### src/rtl/keypad_scanner_if.sv
// Keypad bus: matrix lines toward the Pmod KYPD plus the decoded key outputs.
// master = scanner side, slave = keypad/consumer side.
interface keypad_scanner_if;
   logic [3:0] row;
   logic [3:0] col;
   logic [3:0] key_code;
   logic       key_down;
   logic       key_valid;
   logic [1:0] dbg_state;

   modport master (
      input  row,
      output col, key_code, key_down, key_valid, dbg_state
   );

   modport slave (
      output row,
      input  col, key_code, key_down, key_valid, dbg_state
   );
endinterface

### src/rtl/keypad_scanner.sv
// 4x4 matrix keypad scanner: column strobe, whole-scan debounce, hex decode.
// Optional auto-repeat of key_valid when KEYPAD_REPEAT_EN is defined.
module keypad_scanner #(
   parameter int SCAN_DIV       = 100000,
   parameter int DEBOUNCE_SCANS = 4,
   parameter int REPEAT_SCANS   = 250
) (
   input  logic              clk,
   input  logic              rst,
   keypad_scanner_if.master  kp
);

   localparam int CNT_W = $clog2(SCAN_DIV);
   localparam int DB_W  = $clog2(DEBOUNCE_SCANS + 1);
   localparam logic [CNT_W-1:0] SLOT_LAST = CNT_W'(SCAN_DIV - 1);
   localparam logic [DB_W-1:0]  DB_MAX    = DB_W'(DEBOUNCE_SCANS);

   typedef enum logic [1:0] {
      COL0 = 2'd0,
      COL1 = 2'd1,
      COL2 = 2'd2,
      COL3 = 2'd3
   } col_state_t;

   col_state_t       r_state;
   col_state_t       w_state_next;
   logic [3:0]       w_col;
   logic [CNT_W-1:0] r_slot_cnt;
   logic             w_slot_last;
   logic             w_scan_end;
   logic [3:0]       r_row_meta;
   logic [3:0]       r_row_sync;
   logic [11:0]      r_snap_lo;
   logic [15:0]      w_snap_full;
   logic [15:0]      r_prev;
   logic [15:0]      r_stable;
   logic [DB_W-1:0]  r_stable_cnt;
   logic [DB_W-1:0]  w_cnt_next;
   logic             w_load;
   logic             w_fresh;
   logic             w_repeat;
   logic [3:0]       r_key_code;
   logic             r_key_valid;

   function automatic logic is_single(input logic [15:0] v);
      return (v != 16'd0) && ((v & (v - 16'd1)) == 16'd0);
   endfunction

   // Bit index is 4*col + row; only meaningful for a one-hot map.
   function automatic logic [3:0] legend_of(input logic [15:0] v);
      logic [3:0] idx;
      logic [3:0] code;
      idx = 4'd0;
      for (int i = 0; i < 16; i++) begin
         if (v[i]) idx = i[3:0];
      end
      case (idx)
         4'd0:  code = 4'h1;  4'd1:  code = 4'h4;  4'd2:  code = 4'h7;  4'd3:  code = 4'h0;
         4'd4:  code = 4'h2;  4'd5:  code = 4'h5;  4'd6:  code = 4'h8;  4'd7:  code = 4'hF;
         4'd8:  code = 4'h3;  4'd9:  code = 4'h6;  4'd10: code = 4'h9;  4'd11: code = 4'hE;
         4'd12: code = 4'hA;  4'd13: code = 4'hB;  4'd14: code = 4'hC;  default: code = 4'hD;
      endcase
      return code;
   endfunction

   always_ff @(posedge clk or posedge rst) begin
      if (rst) begin
         r_row_meta <= 4'hF;
         r_row_sync <= 4'hF;
      end else begin
         r_row_meta <= kp.row;
         r_row_sync <= r_row_meta;
      end
   end

   assign w_slot_last = (r_slot_cnt == SLOT_LAST);
   assign w_scan_end  = w_slot_last && (r_state == COL3);

   always_ff @(posedge clk or posedge rst) begin
      if (rst) begin
         r_slot_cnt <= '0;
         r_state    <= COL0;
      end else begin
         r_slot_cnt <= w_slot_last ? '0 : r_slot_cnt + 1'b1;
         r_state    <= w_state_next;
      end
   end

   always_comb begin
      w_state_next = r_state;
      w_col        = 4'b1110;
      case (r_state)
         COL0: begin
            w_col = 4'b1110;
            if (w_slot_last) w_state_next = COL1;
         end
         COL1: begin
            w_col = 4'b1101;
            if (w_slot_last) w_state_next = COL2;
         end
         COL2: begin
            w_col = 4'b1011;
            if (w_slot_last) w_state_next = COL3;
         end
         COL3: begin
            w_col = 4'b0111;
            if (w_slot_last) w_state_next = COL0;
         end
         default: w_state_next = COL0;
      endcase
   end

   // Column 3 is never stored: at scan end it is merged straight from the synchroniser.
   always_ff @(posedge clk or posedge rst) begin
      if (rst) begin
         r_snap_lo <= '0;
      end else if (w_slot_last) begin
         case (r_state)
            COL0:    r_snap_lo[3:0]  <= ~r_row_sync;
            COL1:    r_snap_lo[7:4]  <= ~r_row_sync;
            COL2:    r_snap_lo[11:8] <= ~r_row_sync;
            default: ;
         endcase
      end
   end

   assign w_snap_full = {~r_row_sync, r_snap_lo};
   assign w_cnt_next  = (w_snap_full != r_prev) ? DB_W'(1) :
                        (r_stable_cnt == DB_MAX) ? DB_MAX : r_stable_cnt + 1'b1;
   assign w_load      = w_scan_end && (w_cnt_next == DB_MAX);
   assign w_fresh     = w_load && is_single(w_snap_full) &&
                        (!is_single(r_stable) || (w_snap_full != r_stable));

   always_ff @(posedge clk or posedge rst) begin
      if (rst) begin
         r_prev       <= '0;
         r_stable     <= '0;
         r_stable_cnt <= '0;
      end else if (w_scan_end) begin
         r_prev       <= w_snap_full;
         r_stable_cnt <= w_cnt_next;
         if (w_load) r_stable <= w_snap_full;
      end
   end

`ifdef KEYPAD_REPEAT_EN
   localparam int REP_W = (REPEAT_SCANS > 1) ? $clog2(REPEAT_SCANS) : 1;
   localparam logic [REP_W-1:0] REP_LAST = REP_W'(REPEAT_SCANS - 1);

   logic [REP_W-1:0] r_rep_cnt;
   logic [15:0]      w_stable_next;
   logic             w_held;

   assign w_stable_next = w_load ? w_snap_full : r_stable;
   assign w_held        = !w_fresh && is_single(w_stable_next);
   assign w_repeat      = w_scan_end && w_held && (r_rep_cnt == REP_LAST);

   always_ff @(posedge clk or posedge rst) begin
      if (rst) begin
         r_rep_cnt <= '0;
      end else if (w_scan_end) begin
         if (!w_held || (r_rep_cnt == REP_LAST)) r_rep_cnt <= '0;
         else                                     r_rep_cnt <= r_rep_cnt + 1'b1;
      end
   end
`else
   assign w_repeat = 1'b0;
`endif

   always_ff @(posedge clk or posedge rst) begin
      if (rst) begin
         r_key_code  <= 4'h0;
         r_key_valid <= 1'b0;
      end else begin
         if (w_fresh) r_key_code <= legend_of(w_snap_full);
         r_key_valid <= w_fresh || w_repeat;
      end
   end

   assign kp.col       = w_col;
   assign kp.key_code  = r_key_code;
   assign kp.key_down  = is_single(r_stable);
   assign kp.key_valid = r_key_valid;
   assign kp.dbg_state = r_state;

endmodule
### src/flat_wrapper.sv
// flat-port wrapper written by rule: the top's interface ports become plain ports
module keypad_scanner_flat 
#(
   parameter int SCAN_DIV       = 100000,
   parameter int DEBOUNCE_SCANS = 4,
   parameter int REPEAT_SCANS   = 250
)
  (clk, rst, kp_row, kp_col, kp_key_code, kp_key_down, kp_key_valid, kp_dbg_state);
  keypad_scanner_if kp_i ();
  input  logic clk;
  input  logic rst;
  input wire logic [$bits(kp_i.row)-1:0] kp_row;
  output wire logic [$bits(kp_i.col)-1:0] kp_col;
  output wire logic [$bits(kp_i.key_code)-1:0] kp_key_code;
  output wire logic [$bits(kp_i.key_down)-1:0] kp_key_down;
  output wire logic [$bits(kp_i.key_valid)-1:0] kp_key_valid;
  output wire logic [$bits(kp_i.dbg_state)-1:0] kp_dbg_state;
  assign kp_i.row = kp_row;
  assign kp_col = kp_i.col;
  assign kp_key_code = kp_i.key_code;
  assign kp_key_down = kp_i.key_down;
  assign kp_key_valid = kp_i.key_valid;
  assign kp_dbg_state = kp_i.dbg_state;
  keypad_scanner #(.SCAN_DIV(SCAN_DIV), .DEBOUNCE_SCANS(DEBOUNCE_SCANS), .REPEAT_SCANS(REPEAT_SCANS)) u_core (.clk(clk), .rst(rst), .kp(kp_i));
endmodule
### config.mk
export PLATFORM = sky130hd
export DESIGN_NAME = keypad_scanner_flat
export DESIGN_NICKNAME = d
export VERILOG_FILES = /design/src/rtl/keypad_scanner_if.sv /design/src/rtl/keypad_scanner.sv /design/src/flat_wrapper.sv
export SDC_FILE = /design/constraint.sdc
export NUM_CORES = 1
export LEC_CHECK = 0
export BUFFER_PORTS_ARGS = -buffer_cell sky130_fd_sc_hd__buf_4
export CAP_MARGIN = 20
export CORE_MARGIN = 2
export CORE_UTILIZATION = 35
export CTS_BUF_LIST = sky130_fd_sc_hd__clkbuf_2 sky130_fd_sc_hd__clkbuf_4 sky130_fd_sc_hd__clkbuf_8
export DETAILED_ROUTE_END_ITERATION = 12
export GPL_TIMING_DRIVEN = 0
export SETUP_SLACK_MARGIN = 0.15
export SYNTH_ARGS = -nofsm -noshare
export SYNTH_HDL_FRONTEND = slang
export SYNTH_SLANG_ARGS = --single-unit
### constraint.sdc
create_clock -name clk -period 8.5 [get_ports clk]
set_input_delay 0 -clock clk [delete_from_list [all_inputs] [get_ports clk]]
set_output_delay 0 -clock clk [all_outputs]
set_load 0.1 [all_outputs]
Word level (Yosys, flattened, before mapping). Memory sizes are Yosys's and may differ from the RTL's. A register that Yosys moved wholly into a read port is not among the register bits. Cells that the tools add are included.

Register bits: 75. Bits in read-only memories: 64. Output and inout port bits: 12. Word-level logic and storage cells: 74. Memories kept: 1.

$add $sub $neg: 4. Eq/ne operators: 12. Mux-type cells: 25. Bitwise gates (word level): 3. Reduce and logical (&&, ||, !) cells: 18.

Memories: (name not given) (words 16, width 4, rd ports 1, clocked after Yosys merged registers in 1, write ports 0, RTL line keypad_scanner.sv:57) `case (idx)`.

Operator list (count): $mux 4 (9); $and 16x16->16 (2); $logic_not 16->1 (2); $ne 16x16->1 (2); $reduce_bool 16->1 (2); $sub 16x1->16 const B (2); $mux 3 (6); $add 17x1->17 const B (1); $eq 17x17->1 const B (1); $mux 17 (1); $pmux 4 s4 (1); $mux 2 (6); $ne 2x1->1 const B (4); $pmux 2 s4 (1); $reduce_and 2->1 (4); $eq 3x3->1 const B (2); $logic_and 1x1->1 (6); $eq 2x2->1 const B (2); $not 4->4 (1); $reduce_and 4->1 (1); $add 3x1->3 const B (1); $eq 2x1->1 const B (1); $logic_not 2->1 (1); $logic_not 1->1 (1); other kinds (2) (2).

Depth between registers and ports, before layout.
Depth after elaboration: 16. Mapped depth: 12. Gate-level depth less buffers: 11.

Worst setup path before layout. Ideal clock, no wire load.

Path type: flip-flop to output port. Start point: reg u_core.r_stable[0]. End point: out kp_key_down. Arrival time: 3454 ps. Slack: 5046 ps. Stages on the path, launching flop included: 6. Buffers on the path: 0. Path through: dfrtp_1 -> nor4_1 -> nand4b_1 -> or3_1 -> mux2i_1 -> nor3_1.

Longest elaborated chain between the ends: 4.

RTL lines: start: declaration (RTL line keypad_scanner.sv:36) `logic [15:0] r_stable;`; start signal: assignment (RTL line keypad_scanner.sv:142) `if (w_load) r_stable <= w_snap_full;`; $sub 16x1->16 (RTL line keypad_scanner.sv:46) `return (v != 16'd0) && ((v & (v - 16'd1)) == 16'd0);`; $and 16x16->16 (RTL line keypad_scanner.sv:46); $logic_not 16->1 (RTL line keypad_scanner.sv:46); $logic_and 1x1->1 (*) (RTL line keypad_scanner.sv:46); end: declaration (RTL line flat_wrapper.sv:15) `output wire logic [$bits(kp_i.key_down)-1:0] kp_key_down;`.

Mark *: on every way between the ends. The rest lies on a longest branch, timed or not.

Worst setup path in the final report.
Start point: reg u_core.r_snap_lo[1]. End point: reg u_core.r_key_code[3] (netlist: u_core.kp.key_code[3]).

Longest elaborated chain between the ends: 16.

RTL lines: start: declaration (RTL line keypad_scanner.sv:33) `logic [11:0] r_snap_lo;`; start signal: assignment (RTL line keypad_scanner.sv:119) `COL0: r_snap_lo[3:0] <= ~r_row_sync;`; $mux 1 (RTL line keypad_scanner.sv:55) `if (v[i]) idx = i[3:0];`; $mux 2 (2 in series) (RTL line keypad_scanner.sv:55); $mux 3 (4 in series) (RTL line keypad_scanner.sv:55); $mux 4 (8 in series) (RTL line keypad_scanner.sv:55); $mux 4 (RTL line keypad_scanner.sv:175) `if (w_fresh) r_key_code <= legend_of(w_snap_full);`; end: declaration (RTL line keypad_scanner.sv:42) `logic [3:0] r_key_code;`.

Parallel ways exist; a longest one is shown, timed or not. The select of a mux whose other input is x is not followed. A chain may end at the register's enable or synchronous reset.

==> impl_metrics.py <==
metrics = {
    "layout": {
        "finalNetCount": 468,
        "fin_util_pct": 41.4,
        "final_area_um2": 4770,
        "num_antenna_cells": 0,
        "n_fill_cell": 1133,
        "drive_above_1_share_pct": 17.2,
        "syn2layout_area_growth_pct": 14.1,
    },
    "power_and_ir_drop": {
        "intPower_w": 0.000534,
        "ir_drop_mv": 0.0787,
        "sequentialPowerShare_pct": 54.2,
        "power_frac_clock_pct": 41.9,
        "power.switching_w": 0.000168,
        "switching_share_pct": 23.9,
        "p_per_area_nw_per_um2": 147,
        "power_w": 0.000702,
        "p_leak_nw": 2.30,
        "power_frac_comb_pct": 3.9,
    },
    "global_route": {
        "grt.total_usage_pct": 15.0,
        "grt_pass1_wl_um": 15300,
        "global_route.usage.met2_pct": 25.6,
        "overflow": 0,
        "top_usage_layer": "met2",
        "grtUsageMet1_pct": 19.3,
        "grt_pass1_vias": 3130,
        "grt_util_met3_pct": 3.54,
        "grt_start_max_net_pins": 61,
        "antenna_found_initial": 0,
    },
    "clock_tree": {
        "cts_max_level": 3,
        "clk_pin_slew_worst_paths_ns": 0.10,
        "cts_buffers": 9,
        "cts_tree": "built",
        "post_cts_buffers": 0,
        "cts-resized-gates": 0,
        "cts.sinks": 79,
        "cts_root_buf": "clkbuf_8",
        "clock_tree.buffer_depth": 2,
        "cts_hold_buf": 5,
        "clk_latency_ns": 0.37,
    },
    "setup_path": {
        "reg2reg_slack_ns": 5.36,
        "path_max_fanout": 9,
        "crit_path_end_kind": "flip-flop",
        "cp.arrival_ns": 3.39,
        "crit_required_ns": 8.74,
        "crit_type": "flip-flop to flip-flop",
        "startpoint_type": "flip-flop",
    },
    "sta": {
        "finalSetupViolCount": 0,
        "rsz0062_at_grt": "no",
        "fin_ws_ns": 5.36,
        "finalHoldViolCount": 0,
        "layout_worst_path_cycle_share_pct": 37.0,
        "max_freq_mhz": 318,
        "max-slew-margin-rel_pct": 51.0,
        "worst_pin_slew_ns": 0.728,
        "tns_ns": 0,
        "slew_viol_final": 0,
        "skew_ns": 0.0142,
        "period_needed_ns": 3.14,
    },
    "synth": {
        "seq_area_frac_synth_pct": 47.6,
        "ys_ff_latch": 79,
        "synth_area_um2": 4180,
        "syn_nets": 434,
        "postSynthAreaPerCell_um2": 10.1,
        "yosysUniqueCellTypes": 47,
        "syn_inst": 415,
        "ys_warn_count": 0,
    },
    "routing": {
        "routed_wl_um": 9020,
        "vias": 3097,
        "drcViolationCount": 0,
        "first_iter_violations": 93,
        "dr.pass1.iters": 4,
        "viasPerCell": 5.19,
        "wl_per_cell_um": 15.1,
        "ant_nets": 0,
    },
    "die": {
        "die_y_um": 113,
        "die_w_um": 113,
        "die_area_um2": 12800,
        "initial_core_util_pct": 36.3,
        "io_pins": 18,
        "core_region_area_um2": 11500,
        "std_cell_rows": 39,
    },
    "job": {
        "maxCapViolCount": 0,
    },
    "placement": {
        "portBuffers": 17,
        "preCtsSetupSlack_ns": 5.37,
        "finalWeightedCongestion": 0.816,
        "hpwlAfterDp_um": 6420,
        "dpl_cell_area_um2": 4510,
    },
    "hold_path": {
        "hp-class": "primary input to asynchronous set/reset pin",
    },
    "outcome": {
        "status": "completed",
    },
}
-- cells in the mapped netlist (all sizes together) --
library cell  count  area, um2
dfrtp            71       1780
nand2            62        233
xor2             32        280
o21ai            31        155
mux2             27        319
nor2             24       90.1
nor4             20        146
clkbuf           19       71.3
xnor2            16        140
ha               13        163
inv              11       41.3
nor3             11       60.1
a21oi             9       45.0
dfstp             8        210
nand3             7       35.0
nand4             7       43.8
a211oi            4       30.0
a31oi             4       25.0
buf               4       27.5
and3              3       18.8
maj3              3       30.0
o31ai             3       22.5
or3               3       18.8
or4               3       22.5
mux2i             2       20.0
nand4b            2       17.5
nor2b             2       12.5
o32ai             2       17.5
or4b              2       23.8
a2111oi           1       8.76
a21o              1       7.51
a22oi             1       7.51
a31o              1       8.76
a41o              1       10.0
nand2b            1       6.26
nand3b            1       7.51
o21bai            1       7.51
o22a              1       8.76
o31a              1       8.76
-- critical path, cell delays in order (launching register included) --
cell and delay, ns:
dfrtp_1 0.36, clkbuf_1 0.23, nor4_1 0.63, nand2_1 0.24, o31a_1 0.30, a211oi_1 0.17
nand4_1 0.15, nor4_2 0.54, mux2_2 0.40
-- routing by layer --
layer	up-vias	share of wire (%)	wire length, um
met5	-	0	0
met4	0	2.0	182
met3	18	3.9	348
met2	57	49	4410
met1	1510	45	4070
li1	1512	-	-
-- state kept, by name, summed over array words and instances, names as in the netlist --
| name | cells |
|---|---|
| u_core.kp.dbg_state | 2 |
| u_core.kp.key_code | 4 |
| u_core.kp.key_valid | 1 |
| u_core.r_prev | 16 |
| u_core.r_row_meta | 4 |
| u_core.r_row_sync | 4 |
| u_core.r_slot_cnt | 17 |
| u_core.r_snap_lo | 12 |
| u_core.r_stable | 16 |
| u_core.r_stable_cnt | 3 |
-- layout by cell type (no fill, tap or decap), types with 2 or more instances in the layout --
master / instances
clkinv_2: 2
o32ai_1: 2
xor2_1: 32
buf_4: 18
a21oi_1: 9
nand4b_1: 2
nor2_1: 24
inv_6: 2
o31ai_1: 3
mux2i_1: 2
and3_1: 3
mux2_4: 4
inv_1: 10
mux2_2: 23
clkbuf_8: 10
o21ai_0: 31
ha_1: 13
or3_1: 3
nor2b_1: 2
dlygate4sd3_1: 5
a31oi_1: 4
xnor2_1: 16
nand4_1: 7
clkbuf_1: 19
nand3_1: 7
dfrtp_1: 71
a211oi_1: 4
nor4_1: 18
or4_1: 3
dfstp_2: 8
maj3_1: 3
nor3_1: 10
nand2_1: 62
-- stage by stage --
step                      std cells  hold WS, ns
after floorplan                 415      0.00448
after CTS                       597        0.130
final                           597        0.131
after detailed placement        576      -0.0259
after global placement          575        0.108
after global routing            597        0.150
-- cell type report --
| cell class | count | area (um2) | area share, % |
|---|---|---|---|
| plain buffers | 23 | 98.8 | 2.07 |
| clock buffers | 10 | 138 | 2.89 |
| clock inverters | 6 | 66.3 | 1.39 |
| inverters | 11 | 43.8 | 0.918 |
| multi-input cells | 302 | 2050 | 43.0 |
| flip-flops and latches | 79 | 1990 | 41.7 |
| well taps | 143 | 179 | 3.75 |
| repair buffers | 23 | 205 | 4.30 |
-- cell families (layout without fill, tap and decap cells) --
family,Yosys count,count (layout),share of synthesized area [%]
simple gates,148,148,17.6
flops,79,79,47.6
compound gates,61,61,8.69
xor+xnor,48,48,10.1
buf+inv,34,73,3.35
mux,29,29,8.12
fa+ha+maj,16,16,4.61
-- power by group through the flow --
stage          clock network, W   logic, W  registers (W)
2_1_floorplan                 0  0.0000165       0.000387
5_1_grt                0.000320  0.0000308       0.000381
4_1_cts                0.000302  0.0000280       0.000381
3_3_place_gp                  0  0.0000238       0.000388
6_report               0.000294  0.0000274       0.000381
3_5_place_dp                  0  0.0000260       0.000388
-- final timing paths --
| check | startpoint | endpoint | cells past startpoint |
|---|---|---|---|
| max | u_core.r_snap_lo[1]$_DFFE_PP0P_ | u_core.kp.key_code[3]$_DFFE_PP0P_ | 8 |
| min in group clk | kp_row[2] | u_core.r_row_meta[2]$_DFF_PP1_ | 2 |
| max in group asynchronous | rst | u_core.r_row_sync[0]$_DFF_PP1_ | 4 |
| max reg2reg | u_core.r_snap_lo[1]$_DFFE_PP0P_ | u_core.kp.key_code[3]$_DFFE_PP0P_ | 8 |
| min reg2reg | u_core.r_row_meta[1]$_DFF_PP1_ | u_core.r_row_sync[1]$_DFF_PP1_ | 0 |
| min | rst | u_core.r_slot_cnt[16]$_DFF_PP0_ | 3 |
Note: power is estimated with default switching activity, not from simulation.
